## config.mk

```make
export PLATFORM = sky130hd
export DESIGN_NAME = fetch_unit
export DESIGN_NICKNAME = d
export VERILOG_FILES = /design/src/rtl/fetch_unit.sv
export SDC_FILE = /design/constraint.sdc
export NUM_CORES = 1
export LEC_CHECK = 0
export ABC_AREA = 1
export CORE_MARGIN = 8
export CORE_UTILIZATION = 40
export CTS_BUF_LIST = sky130_fd_sc_hd__clkbuf_4 sky130_fd_sc_hd__clkbuf_8
export DETAILED_ROUTE_END_ITERATION = 7
export HOLD_SLACK_MARGIN = 0.02
export PLACE_DENSITY = 0.7
export SYNTH_ARGS = -nofsm -noshare
export SYNTH_HDL_FRONTEND = slang
export SYNTH_SLANG_ARGS = --single-unit
```

## constraint.sdc

```tcl
create_clock -name clk -period 8.44 [get_ports clk]
set_clock_uncertainty 0.2 [all_clocks]
set_input_delay 1.688 -clock clk [delete_from_list [all_inputs] [get_ports clk]]
set_output_delay 1.688 -clock clk [all_outputs]
set_load 0.03 [all_outputs]
```

## src/rtl/fetch_unit.sv

```systemverilog
// SEQ fetch stage: reads one instruction byte-by-byte over a req/ack handshake and decodes it.
// Optional FETCH_TIMEOUT_EN bounds the wait for mem_ack on each byte.
module fetch_unit #(
    parameter int unsigned MEM_SIZE       = 4096,
    parameter int unsigned TIMEOUT_CYCLES = 16
) (
    input  logic        clk,
    input  logic        rst,
    input  logic        start,
    input  logic [63:0] pc_in,
    output logic        mem_req,
    output logic [63:0] mem_addr,
    input  logic        mem_ack,
    input  logic [7:0]  mem_rdata,
    output logic        busy,
    output logic        done,
    output logic [3:0]  icode,
    output logic [3:0]  ifun,
    output logic [3:0]  rA,
    output logic [3:0]  rB,
    output logic [63:0] valC,
    output logic [63:0] valP,
    output logic [1:0]  stat
);

    typedef enum logic [1:0] {IDLE, REQ, DONE} state_t;

    localparam logic [1:0] STAT_AOK = 2'd0;
    localparam logic [1:0] STAT_HLT = 2'd1;
    localparam logic [1:0] STAT_ADR = 2'd2;
    localparam logic [1:0] STAT_INS = 2'd3;

    state_t      state, state_next;
    logic [63:0] pc;
    logic [3:0]  idx;
    logic [3:0]  len;
    logic [3:0]  cur_len;
    logic [63:0] cur_addr;
    logic        addr_bad;
    logic        xfer;
    logic        last;
    logic        timeout_hit;
    logic [2:0]  cbyte;
    logic        is_const_byte;

    function automatic logic [3:0] ins_len(input logic [3:0] ic);
        case (ic)
            4'h0, 4'h1, 4'h9:             ins_len = 4'd1;
            4'h2, 4'h6, 4'hA, 4'hB:       ins_len = 4'd2;
            4'h7, 4'h8:                   ins_len = 4'd9;
            4'h3, 4'h4, 4'h5:             ins_len = 4'd10;
            default:                      ins_len = 4'd1;
        endcase
    endfunction

    function automatic logic has_reg(input logic [3:0] ic);
        has_reg = (ic inside {4'h2, 4'h3, 4'h4, 4'h5, 4'h6, 4'hA, 4'hB});
    endfunction

    assign cur_addr = pc + {60'd0, idx};
    assign addr_bad = (cur_addr >= 64'(MEM_SIZE));
    assign mem_addr = cur_addr;
    assign xfer     = mem_req && mem_ack;
    // Length is only known once byte 0 is on the bus; later bytes use the latched value.
    assign cur_len  = (idx == 4'd0) ? ins_len(mem_rdata[7:4]) : len;
    assign last     = ((idx + 4'd1) == cur_len);

    // Constant bytes start at byte 1 for jXX/call and at byte 2 for the register-carrying forms.
    always_comb begin
        cbyte         = 3'd0;
        is_const_byte = 1'b0;
        if (icode == 4'h7 || icode == 4'h8) begin
            cbyte         = 3'(idx - 4'd1);
            is_const_byte = (idx >= 4'd1);
        end else if (icode inside {4'h3, 4'h4, 4'h5}) begin
            cbyte         = 3'(idx - 4'd2);
            is_const_byte = (idx >= 4'd2);
        end
    end

`ifdef FETCH_TIMEOUT_EN
    localparam int unsigned WW = $clog2(TIMEOUT_CYCLES + 1);
    logic [WW-1:0] wait_cnt;

    assign timeout_hit = (state == REQ) && !addr_bad && !mem_ack &&
                         (wait_cnt == WW'(TIMEOUT_CYCLES - 1));

    always_ff @(posedge clk or posedge rst) begin
        if (rst) begin
            wait_cnt <= '0;
        end else if ((state == IDLE && start) || xfer) begin
            wait_cnt <= '0;
        end else if (state == REQ && !addr_bad) begin
            wait_cnt <= wait_cnt + 1'b1;
        end
    end
`else
    logic unused_timeout;
    assign unused_timeout = ^TIMEOUT_CYCLES;
    assign timeout_hit    = 1'b0;
`endif

    // NOTE: sequential state uses non-blocking assignments so every register samples pre-edge values.
    always_ff @(posedge clk or posedge rst) begin
        if (rst) state <= IDLE;
        else     state <= state_next;
    end

    always_comb begin
        state_next = state;
        case (state)
            IDLE: if (start) state_next = REQ;
            REQ: begin
                if (addr_bad)                state_next = DONE;
                else if (xfer && last)       state_next = DONE;
                else if (timeout_hit)        state_next = DONE;
            end
            DONE:    state_next = IDLE;
            default: state_next = IDLE;
        endcase
    end

    // NOTE: handshake outputs decode the state register directly, so an async reset drops mem_req at once.
    always_comb begin
        mem_req = 1'b0;
        busy    = 1'b0;
        done    = 1'b0;
        case (state)
            REQ: begin
                mem_req = !addr_bad;
                busy    = 1'b1;
            end
            DONE:    done = 1'b1;
            default: ;
        endcase
    end

    always_ff @(posedge clk or posedge rst) begin
        if (rst) begin
            pc    <= '0;
            idx   <= '0;
            len   <= 4'd1;
            icode <= 4'h0;
            ifun  <= 4'h0;
            rA    <= 4'hF;
            rB    <= 4'hF;
            valC  <= '0;
            valP  <= '0;
            stat  <= STAT_AOK;
        end else if (state == IDLE && start) begin
            pc    <= pc_in;
            idx   <= '0;
            len   <= 4'd1;
            icode <= 4'h0;
            ifun  <= 4'h0;
            rA    <= 4'hF;
            rB    <= 4'hF;
            valC  <= '0;
            valP  <= pc_in + 64'd1;
            stat  <= STAT_AOK;
        end else if (state == REQ) begin
            if (addr_bad || timeout_hit) begin
                stat <= STAT_ADR;
            end else if (xfer) begin
                idx <= idx + 4'd1;
                if (idx == 4'd0) begin
                    icode <= mem_rdata[7:4];
                    ifun  <= mem_rdata[3:0];
                    len   <= cur_len;
                    valP  <= pc + {60'd0, cur_len};
                    if (mem_rdata[7:4] > 4'hB)       stat <= STAT_INS;
                    else if (mem_rdata[7:4] == 4'h0) stat <= STAT_HLT;
                    else                             stat <= STAT_AOK;
                end else if (idx == 4'd1 && has_reg(icode)) begin
                    rA <= mem_rdata[7:4];
                    rB <= mem_rdata[3:0];
                end else if (is_const_byte) begin
                    valC[{cbyte, 3'b000} +: 8] <= mem_rdata;
                end
            end
        end
    end

endmodule

```

==> results.tsv, run 1 <==
metric	value	unit
maximum VDD drop	0.284	mV
Die ar.	0.0463	mm²
pin count of the biggest net entering global routing	176	
cells after synthesis	2454	
NetSw	0.00239	W
DR pass1 iterations	7	
Post-synth top flop	dfrtp_1	
RSZ-0062 raised after global routing	false	
CTS tree	done	
outcome	complete, no violations	
syn_area_per_cell	6.47	µm²
Mapped Nets	2548	
clock share of power	24.1	%
die width	215	µm
crit path capture type	primary output	
CTS buffer count	42	
# port buffers	288	
via count	18800	
GRT Residual Overflow	0	
Yosys top cell area share	33.2	%
Critical Path RT	6.55	ns
simple-gate share of the synthesized area	41.2	%
combinational family with the most area after synthesis	simple AND/OR/NAND/NOR gates	
# DRC	0	
ys async rst share	100	%
Routed Antenna Nets	0	
Max-slew headroom	21.9	%
Least-Margin Pin Slew	1.16	ns
area grow syn2layout	27.2	%
Compound-Gate Fraction of Synth Area	9.89	%
Fillers	4060	
Hold Crit Class	reg -> reg	
max cap viols	0	
Reg power frac	30.7	%
die height	215	µm
post-cts resize count	0	
Routed WL	84.1	mm
WS Path Type	reg -> out	
Final Setup Violations	0	
I/O pin total	289	
Adder-Cell Fraction of Synth Area	1.51	%
row count	73	
post-synthesis mux area share	0.315	%
Clock transition at path regs	0.06	ns
Synth area leaders	dfrtp_1 (33%), nand2_1 (18%), nor2_1 (7.3%)	
final slew viol count	0	
Clock Latency Late Sink	0.63	ns
final net count	2818	
vias per cell	5.71	
pwr/cell area	257	mW/mm²
Synth area leader	dfrtp_1	
Post-DP HPWL	68.3	mm
maximum net fanout on the critical path	11	
min cycle time layout	7.23	ns
Final TNS setup	0	ns
TritonCTS Sinks	220	
Post-CTS Setup Bufs	0	
worst path arrival time	5.34	ns
fin util	51.2	%
final hold vios	0	
average wire per standard cell	25.6	µm
maximum clock insertion buffer count	3	
htree depth	2	
Netlist Area Pre-Place	0.0159	mm²
Synth warnings	0	
first-pass GRT wire length	122	mm
share of cells above drive strength 1	5.84	%
initial antenna violation count	2	
Switching Fraction	46.0	%
Comb pwr share	45.2	%
Int Pwr	0.00280	W
initial detailed-routing violation count	2257	
Synth Area in XOR/XNOR	3.09	%
gpl congestion	1.01	
post-synthesis sequential area ratio	34.7	%
maximum clock frequency	138	MHz
initial core utilization	40.2	%
crit path launch type	register	
Final Power	0.00518	W
core area	0.0395	mm²
Seq cells post-synth	220	
fin crit share	85.7	%
Clock Tree Root	clkbuf_8	
post-synth cell types	56	
vias in the first global route	17800	
LEAKAGE	9.14	nW
cts hold-fix bufs	0	
All-Layer GR Usage	35.0	%
Post-synth EDFFs	0	
==> power groups by stage <==
stage	clock network, W	logic (W)	registers (W)
CTS	0.00126	0.00234	0.00158
global route	0.00131	0.00250	0.00161
global placement	0	0.00231	0.00159
floorplan	0	0.00102	0.00183
detailed placement	0	0.00232	0.00159
finish	0.00125	0.00234	0.00159
==> sequential cells by signal, summed over array words and instances, names as in the netlist, 4 cells and up <==
register and cells:
pc 64, valC 64, valP 64, icode 4
idx 4, ifun 4, len 4, rA 4
rB 4
==> metal layers <==
layer	routed length, µm	vias up	share of wire [%]	GRT usage (%)
li1	-	8559	-	-
met1	35100	8995	42	46.1
met2	37400	1013	44	54.6
met3	6890	187	8.2	6.54
met4	4730	2	5.6	17.4
met5	13	-	0.015	0
==> kinds of logic (layout without fill, tap and decap cells) <==
logic type	count (synthesis)	after routing
simple gates	1508	1508
fa+ha+maj	18	18
flops	220	220
buf+inv	372	674
mux	5	5
other cells	0	2
compound gates	275	275
xor+xnor	56	56
==> cell usage after synthesis (all sizes together), types with 15 or more instances <==
library cell / count
o21ai: 180
nor4: 15
nand2: 764
nor3: 70
xor2: 44
nand3: 195
clkbuf: 52
inv: 285
dfrtp: 211
nand4: 123
o211ai: 20
nor2: 330
a21oi: 36
buf: 26
ha: 16
==> layout make-up <==
| cell class | count | area, µm² | share of cell area, % |
|---|---|---|---|
| diodes | 2 | 5.00 | 0.0248 |
| clock buffers | 65 | 826 | 4.09 |
| clock inverters | 11 | 150 | 0.743 |
| inverters | 294 | 1110 | 5.51 |
| multi-input cells | 1862 | 8920 | 44.1 |
| flip-flops and latches | 220 | 5520 | 27.3 |
| well taps | 525 | 657 | 3.25 |
| repair buffers | 304 | 3020 | 14.9 |
==> final timing paths <==
kind | from | endpoint | slack (ns) | cells past startpoint
max in group asynchronous | rst | pc[45] | 5.08 | 3
max | idx[0] | mem_req | 1.21 | 20
min | valP[28] | valP[28] | 0.28 | 2
min in group asynchronous | rst | valP[3] | 1.43 | 2
max reg2reg | idx[0] | valP[19] | 2.58 | 22
min reg2reg | valP[28] | valP[28] | 0.28 | 2
==> critical path, cell delays in order (launching register included) <==
cell	delay, ns
dfrtp_1	0.49
ha_1	0.22
inv_1	0.07
fa_1	0.43
inv_1	0.15
nand2_1	0.07
nand2_1	0.09
nand2_1	0.13
nor2_1	0.53
nand2_1	0.28
nor2_1	0.19
nor2_1	0.05
nor2_1	0.10
nand2_1	0.05
nor2_1	0.08
nand2_1	0.06
nor2_1	0.26
nand3_1	0.35
nor2_1	0.18
buf_4	0.21
clkdlybuf4s50_1	0.71
==> metrics by stage <==
step	hold WS [ns]	cells	instance area [µm²]	setup WS, ns
after CTS	0.279	3281	20200	1.28
after detailed placement	0.265	3205	19200	1.94
final	0.280	3283	20200	1.21
after floorplan	0.242	2454	15900	0.546
after global routing	0.285	3282	20200	1.01
after global placement	0.254	3205	19200	2.04
==> cell usage in the layout, fill, tap and decap left out, types with 9 or more instances in the layout <==
cell type and instances:
dfstp_2 9, nand3_1 194, o21ai_2 11, inv_1 281, clkbuf_8 54, buf_4 15
o211ai_1 20, dfrtp_1 211, o21ai_0 119, clkdlybuf4s50_1 288, a21oi_1 36, xnor2_1 12
clkbuf_4 11, nand2_1 755, nor2_1 306, ha_1 16, nor2_2 14, o21ai_1 50
nor2_4 10, nor4_1 13, xor2_1 44, nor3_1 69, nand4_1 122
Power figures use the tool's default switching activity.
==> run 2, diff against run 1 <==
- CORE_MARGIN: 8 -> 4
==> results.tsv, run 2 (synthesized netlist as in run 1, its figures left out) <==
metric	value	unit	change
hold worst-path end	valP[36]		was valP[28]
maximum clock frequency	142	MHz	was 138 MHz
I/O pin total	289		unchanged
CTS tree	done		unchanged
min cycle time layout	7.06	ns	was 7.23 ns
TritonCTS Sinks	220		unchanged
# DRC	0		unchanged
LEAKAGE	9.13	nW	was 9.14 nW
placed cells	3199		was 3205
CTS buffer count	43		was 42
Max-slew headroom	15.5	%	was 21.9%
DR pass1 iterations	6		was 7
pwr/cell area	258	mW/mm²	was 257 mW/mm²
first-pass GRT wire length	120	mm	was 122 mm
average wire per standard cell	25.3	µm	was 25.6 µm
vias in the first global route	17400		was 17800
DP Worst Slack	2.12	ns	was 1.94 ns
final net count	2820		was 2818
Routed Antenna Nets	0		unchanged
initial core utilization	40.8	%	was 40.2%
Hold Crit Class	reg -> reg		unchanged
row count	72		was 73
final slew viol count	0		unchanged
Post-CTS Setup Bufs	0		unchanged
maximum net fanout on the critical path	11		unchanged
Die ar.	0.0430	mm²	was 0.0463 mm²
cts hold-fix bufs	0		unchanged
crit path capture type	primary output		unchanged
initial detailed-routing violation count	2213		was 2257
core area	0.0389	mm²	was 0.0395 mm²
# port buffers	288		unchanged
R2R Path Start	idx[0]		unchanged
maximum clock insertion buffer count	3		unchanged
Routed WL	82.7	mm	was 84.1 mm
gpl congestion	1.04		was 1.01
WS Path Type	reg -> out		unchanged
htree depth	2		unchanged
Post-DP HPWL	67.1	mm	was 68.3 mm
post-route insts no fill	3276		was 3283
All-Layer GR Usage	36.8	%	was 35.0%
Clock Latency Late Sink	0.64	ns	was 0.63 ns
max cap viols	0		unchanged
largest registers	pc: 64 flops, valC: 64 flops, valP: 64 flops		unchanged
n_diodes	0		was 2
crit path launch type	register		unchanged
maximum VDD drop	0.199	mV	was 0.284 mV
outcome	complete, no violations		unchanged
setup slack, reg-to-reg	2.75	ns	was 2.58 ns
Clock Tree Root	clkbuf_8		unchanged
share of cells above drive strength 1	5.91	%	was 5.84%
WHS	0.278	ns	was 0.280 ns
via count	18800		about the same
final setup margin	1.38	ns	was 1.21 ns
Critical Path RT	6.55	ns	about the same
Final Setup Violations	0		unchanged
hold path cells	2		unchanged
Fillers	4006		was 4060
Clock transition at path regs	0.06	ns	about the same
vias per cell	5.74		was 5.71
RSZ-0062 raised after global routing	false		unchanged
RR Endpoint	valP[15]		was valP[19]
Final TNS setup	0	ns	unchanged
die height	207	µm	was 215 µm
Reg2Reg Depth	24		was 22
GRT Residual Overflow	0		unchanged
post-cts resize count	0		unchanged
fin crit share	83.6	%	was 85.7%
final hold vios	0		unchanged
Hold Crit Start	valP[36]		was valP[28]
initial antenna violation count	0		was 2
most frequent cells in the layout	nand2_1 (755), nor2_1 (306), clkdlybuf4s50_1 (288), inv_1 (281), dfrtp_1 (211)		unchanged
worst path arrival time	5.17	ns	was 5.34 ns
Least-Margin Pin Slew	1.26	ns	was 1.16 ns
pin count of the biggest net entering global routing	176		unchanged
area grow syn2layout	27.1	%	was 27.2%
most common cell after layout, fill and taps aside	nand2_1		unchanged
die width	207	µm	was 215 µm
==> run 2: per-layer routing <==
layer  up-vias  wire [µm]  global-route usage [%]
met4         0       4060                    14.6
met2      1111      35500                    55.7
met1      8949      35100                    52.1
li1       8557          -                       -
met5         -          0                       0
met3       188       8070                    7.22
==> run 2: worst max-delay path by stage <==
| stage | cells after the start | startpoint | endpoint | slack [ns] |
|---|---|---|---|---|
| 2_1_floorplan | 1 | rst | icode[0] | 0.55 |
| 3_3_place_gp | 18 | idx[0] | mem_req | 2.13 |
| 3_5_place_dp | 18 | idx[0] | mem_req | 2.12 |
| 4_1_cts | 18 | idx[0] | mem_req | 1.45 |
| 5_1_grt | 18 | idx[0] | mem_req | 1.15 |
| 6_report | 18 | idx[0] | mem_req | 1.38 |
==> run 2: layout make-up <==
type / count / area [µm²] / area share [%]
Multi-Input combinational cell: 1862 / 8920 / 44.2
Sequential cell: 220 / 5520 / 27.3
Timing Repair Buffer: 305 / 3020 / 15.0
Inverter: 294 / 1110 / 5.52
Clock buffer: 59 / 756 / 3.74
Tap cell: 518 / 648 / 3.21
Clock inverter: 18 / 213 / 1.05
==> run 2: power breakdown <==
group          internal (W)  switching, W  total [W]  leakage (nW)
registers           0.00131      0.000276    0.00158          2.84
logic              0.000768       0.00159    0.00236          5.79
clock network      0.000710      0.000557    0.00127         0.501
total               0.00279       0.00242    0.00521          9.13
==> run 2: stage by stage <==
step / total power (W) / util (%) / instance area, µm²
3_3_place_gp: 0.00390 / 49.4 / 19200
4_1_cts: 0.00519 / 51.9 / 20200
3_5_place_dp: 0.00391 / 49.4 / 19200
5_1_grt: 0.00542 / 51.9 / 20200
2_1_floorplan: 0.00285 / - / 15900
6_report: 0.00521 / 51.9 / 20200
==> run 2: critical path, stage by stage (launching register included) <==
cell             delay [ns]
dfrtp_1                0.48
ha_1                   0.23
inv_1                  0.07
fa_1                   0.40
inv_1                  0.13
nand2_1                0.07
nand2_1                0.22
nand2_1                0.12
nor2_1                 0.44
nand3_1                0.13
nand2_1                0.18
inv_1                  0.07
nor2_1                 0.16
nand3_1                0.11
nor2_1                 0.26
nand3_1                0.34
nor2_1                 0.18
buf_4                  0.21
clkdlybuf4s50_1        0.71
==> run 3, diff against run 2 <==
- PLACE_DENSITY: 0.7 -> 0.72
- clock period: 8.44 -> 6.2 ns (I/O delays scaled with it)
==> results.tsv, run 3 (synthesized netlist as in run 1, its figures left out) <==
metric	value	unit	change
outcome	finished, violations left		was complete, no violations
failing checks	DRC		
post-cts resize count	1		was 0
initial detailed-routing violation count	2242		was 2213
vias in the first global route	17500		was 17400
vias per cell	5.76		was 5.74
maximum net fanout on the critical path	8		was 11
Post-DP HPWL	66.2	mm	was 67.1 mm
Final Power	0.00695	W	was 0.00521 W
average wire per standard cell	25.1	µm	was 25.3 µm
fin crit share	97.6	%	
first-pass GRT wire length	119	mm	was 120 mm
row count	72		unchanged
area grow syn2layout	26.9	%	was 27.1%
core area	0.0389	mm²	unchanged
Reg2Reg Depth	12		was 24
maximum clock insertion buffer count	3		unchanged
setup slack, reg-to-reg	0.98	ns	was 2.75 ns
pin count of the biggest net entering global routing	176		unchanged
Hold Crit Class	reg -> reg		unchanged
pwr/cell area	345	mW/mm²	was 258 mW/mm²
placed cells	3199		unchanged
maximum clock frequency	165	MHz	
share of cells above drive strength 1	5.98	%	was 5.91%
CTS buffer count	42		was 43
via count	18900		was 18800
die width	207	µm	unchanged
worst path arrival time	4.61	ns	was 5.17 ns
Max-slew headroom	29.2	%	was 15.5%
final slew viol count	0		unchanged
min cycle time layout	6.05	ns	
max layer used	met5		was met4
Clock transition at path regs	0.06	ns	about the same
Routed Antenna Nets	0		unchanged
final hold vios	0		unchanged
Clock Latency Late Sink	0.63	ns	was 0.64 ns
All-Layer GR Usage	36.6	%	was 36.8%
WL met2	35.2	mm	was 35.5 mm
crit path capture type	primary output		unchanged
cts hold-fix bufs	0		unchanged
largest registers	pc: 64 flops, valC: 64 flops, valP: 64 flops		unchanged
initial antenna violation count	1		was 0
Least-Margin Pin Slew	1.05	ns	was 1.26 ns
die height	207	µm	unchanged
Critical Path Sink	mem_req		unchanged
metal3 WL	7.78	mm	was 8.07 mm
DR pass1 iterations	8		was 6
post-route insts no fill	3275		was 3276
GRT Residual Overflow	0		unchanged
LEAKAGE	9.11	nW	was 9.13 nW
area occupied by multi-input gates	0.00893	mm²	was 0.00892 mm²
RSZ-0062 raised after global routing	false		unchanged
final net count	2819		was 2820
final setup margin	0.148	ns	was 1.38 ns
WS Path Type	reg -> out		unchanged
most common cell after layout, fill and taps aside	nand2_1		unchanged
max cap viols	0		unchanged
R2R Path Start	icode[2]		was idx[0]
critical path startpoint	idx[0]		unchanged
htree depth	2		unchanged
Die ar.	0.0430	mm²	unchanged
maximum VDD drop	0.315	mV	was 0.199 mV
Final Setup Violations	0		unchanged
# DRC	1		was 0
Routed WL	82.4	mm	was 82.7 mm
Clock Tree Root	clkbuf_8		unchanged
I/O pin total	289		unchanged
n_diodes	0		unchanged
RR Endpoint	valC[50]		was valP[15]
Fillers	4029		was 4006
# port buffers	288		unchanged
CTS tree	done		unchanged
initial core utilization	40.8	%	unchanged
most frequent cells in the layout	nand2_1 (755), nor2_1 (305), clkdlybuf4s50_1 (287), inv_1 (281), dfrtp_1 (211)		was nand2_1 (755), nor2_1 (306), clkdlybuf4s50_1 (288), inv_1 (281), dfrtp_1 (211)
met1 WL	36.0	mm	was 35.1 mm
Seq. cell area	0.00552	mm²	unchanged
crit path launch type	register		unchanged
Critical Path RT	4.76	ns	was 6.55 ns
Post-CTS Setup Bufs	0		unchanged
Final TNS setup	0	ns	unchanged
gpl congestion	1.03		was 1.04
TritonCTS Sinks	220		unchanged
DP Worst Slack	0.632	ns	was 2.12 ns
-- run 3: cell types whose count changed in the layout (fill, tap and decap cells not counted), moves of 2 or more --
cell	change
inv_6	+2
inv_8	-3
buf_4	-2
bufinv_16	-3
buf_12	+3
clkbuf_4	+2
clkinv_2	+2
-- run 3: how the worst min path moves through the flow --
| stage | start | endpoint | depth (start not counted) |
|---|---|---|---|
| floorplan | len[3] | len[3] | 2 |
| global placement | len[3] | len[3] | 2 |
| detailed placement | stat[0] | stat[0] | 2 |
| CTS | stat[0] | stat[0] | 2 |
| global route | stat[0] | stat[0] | 2 |
| finish | stat[0] | stat[0] | 2 |
-- run 3: layout make-up --
type	count	area share, %
Multi-Input combinational cell	1862	44.3
Tap cell	518	3.22
Sequential cell	220	27.4
Clock buffer	61	3.83
Clock inverter	15	0.559
Timing Repair Buffer	305	15.2
Inverter	294	5.51
-- run 3: report_power, final --
part / total [W] / switching (W) / leakage (nW) / internal, W
Clock: 0.00158 / 0.000729 / 0.473 / 0.000848
Sequential: 0.00217 / 0.000393 / 2.84 / 0.00178
Combinational: 0.00320 / 0.00215 / 5.80 / 0.00105
Total: 0.00695 / 0.00327 / 9.11 / 0.00368
-- run 3: layer usage --
metal	vias to the layer above	GRT usage [%]
met1	9041	53.2
met5	-	0
met3	162	6.62
met2	1123	54.7
li1	8551	-
met4	2	13.4
-- run 3: worst max-delay path: stages (launching register included) --
cell and delay [ns]:
dfrtp_1 0.52, ha_1 0.23, inv_1 0.07, fa_1 0.41, inv_1 0.16, nand2_1 0.08
nand2_1 0.13, nand3_1 0.18, nor2_2 0.37, nand2_1 0.12, xor2_1 0.36, nand2_1 0.19
nor2_1 0.15, nand3_1 0.08, nor2_1 0.21, nand3_2 0.25, nor2_1 0.26, buf_4 0.21
-- run 3: through the flow --
stage	hold WS [ns]	utilization, %	instance area, µm²
final	0.276	51.8	20100
after detailed placement	0.265	49.5	19300
after global placement	0.255	49.5	19300
after floorplan	0.242	-	15900
after global routing	0.302	51.8	20100
after CTS	0.278	51.7	20100
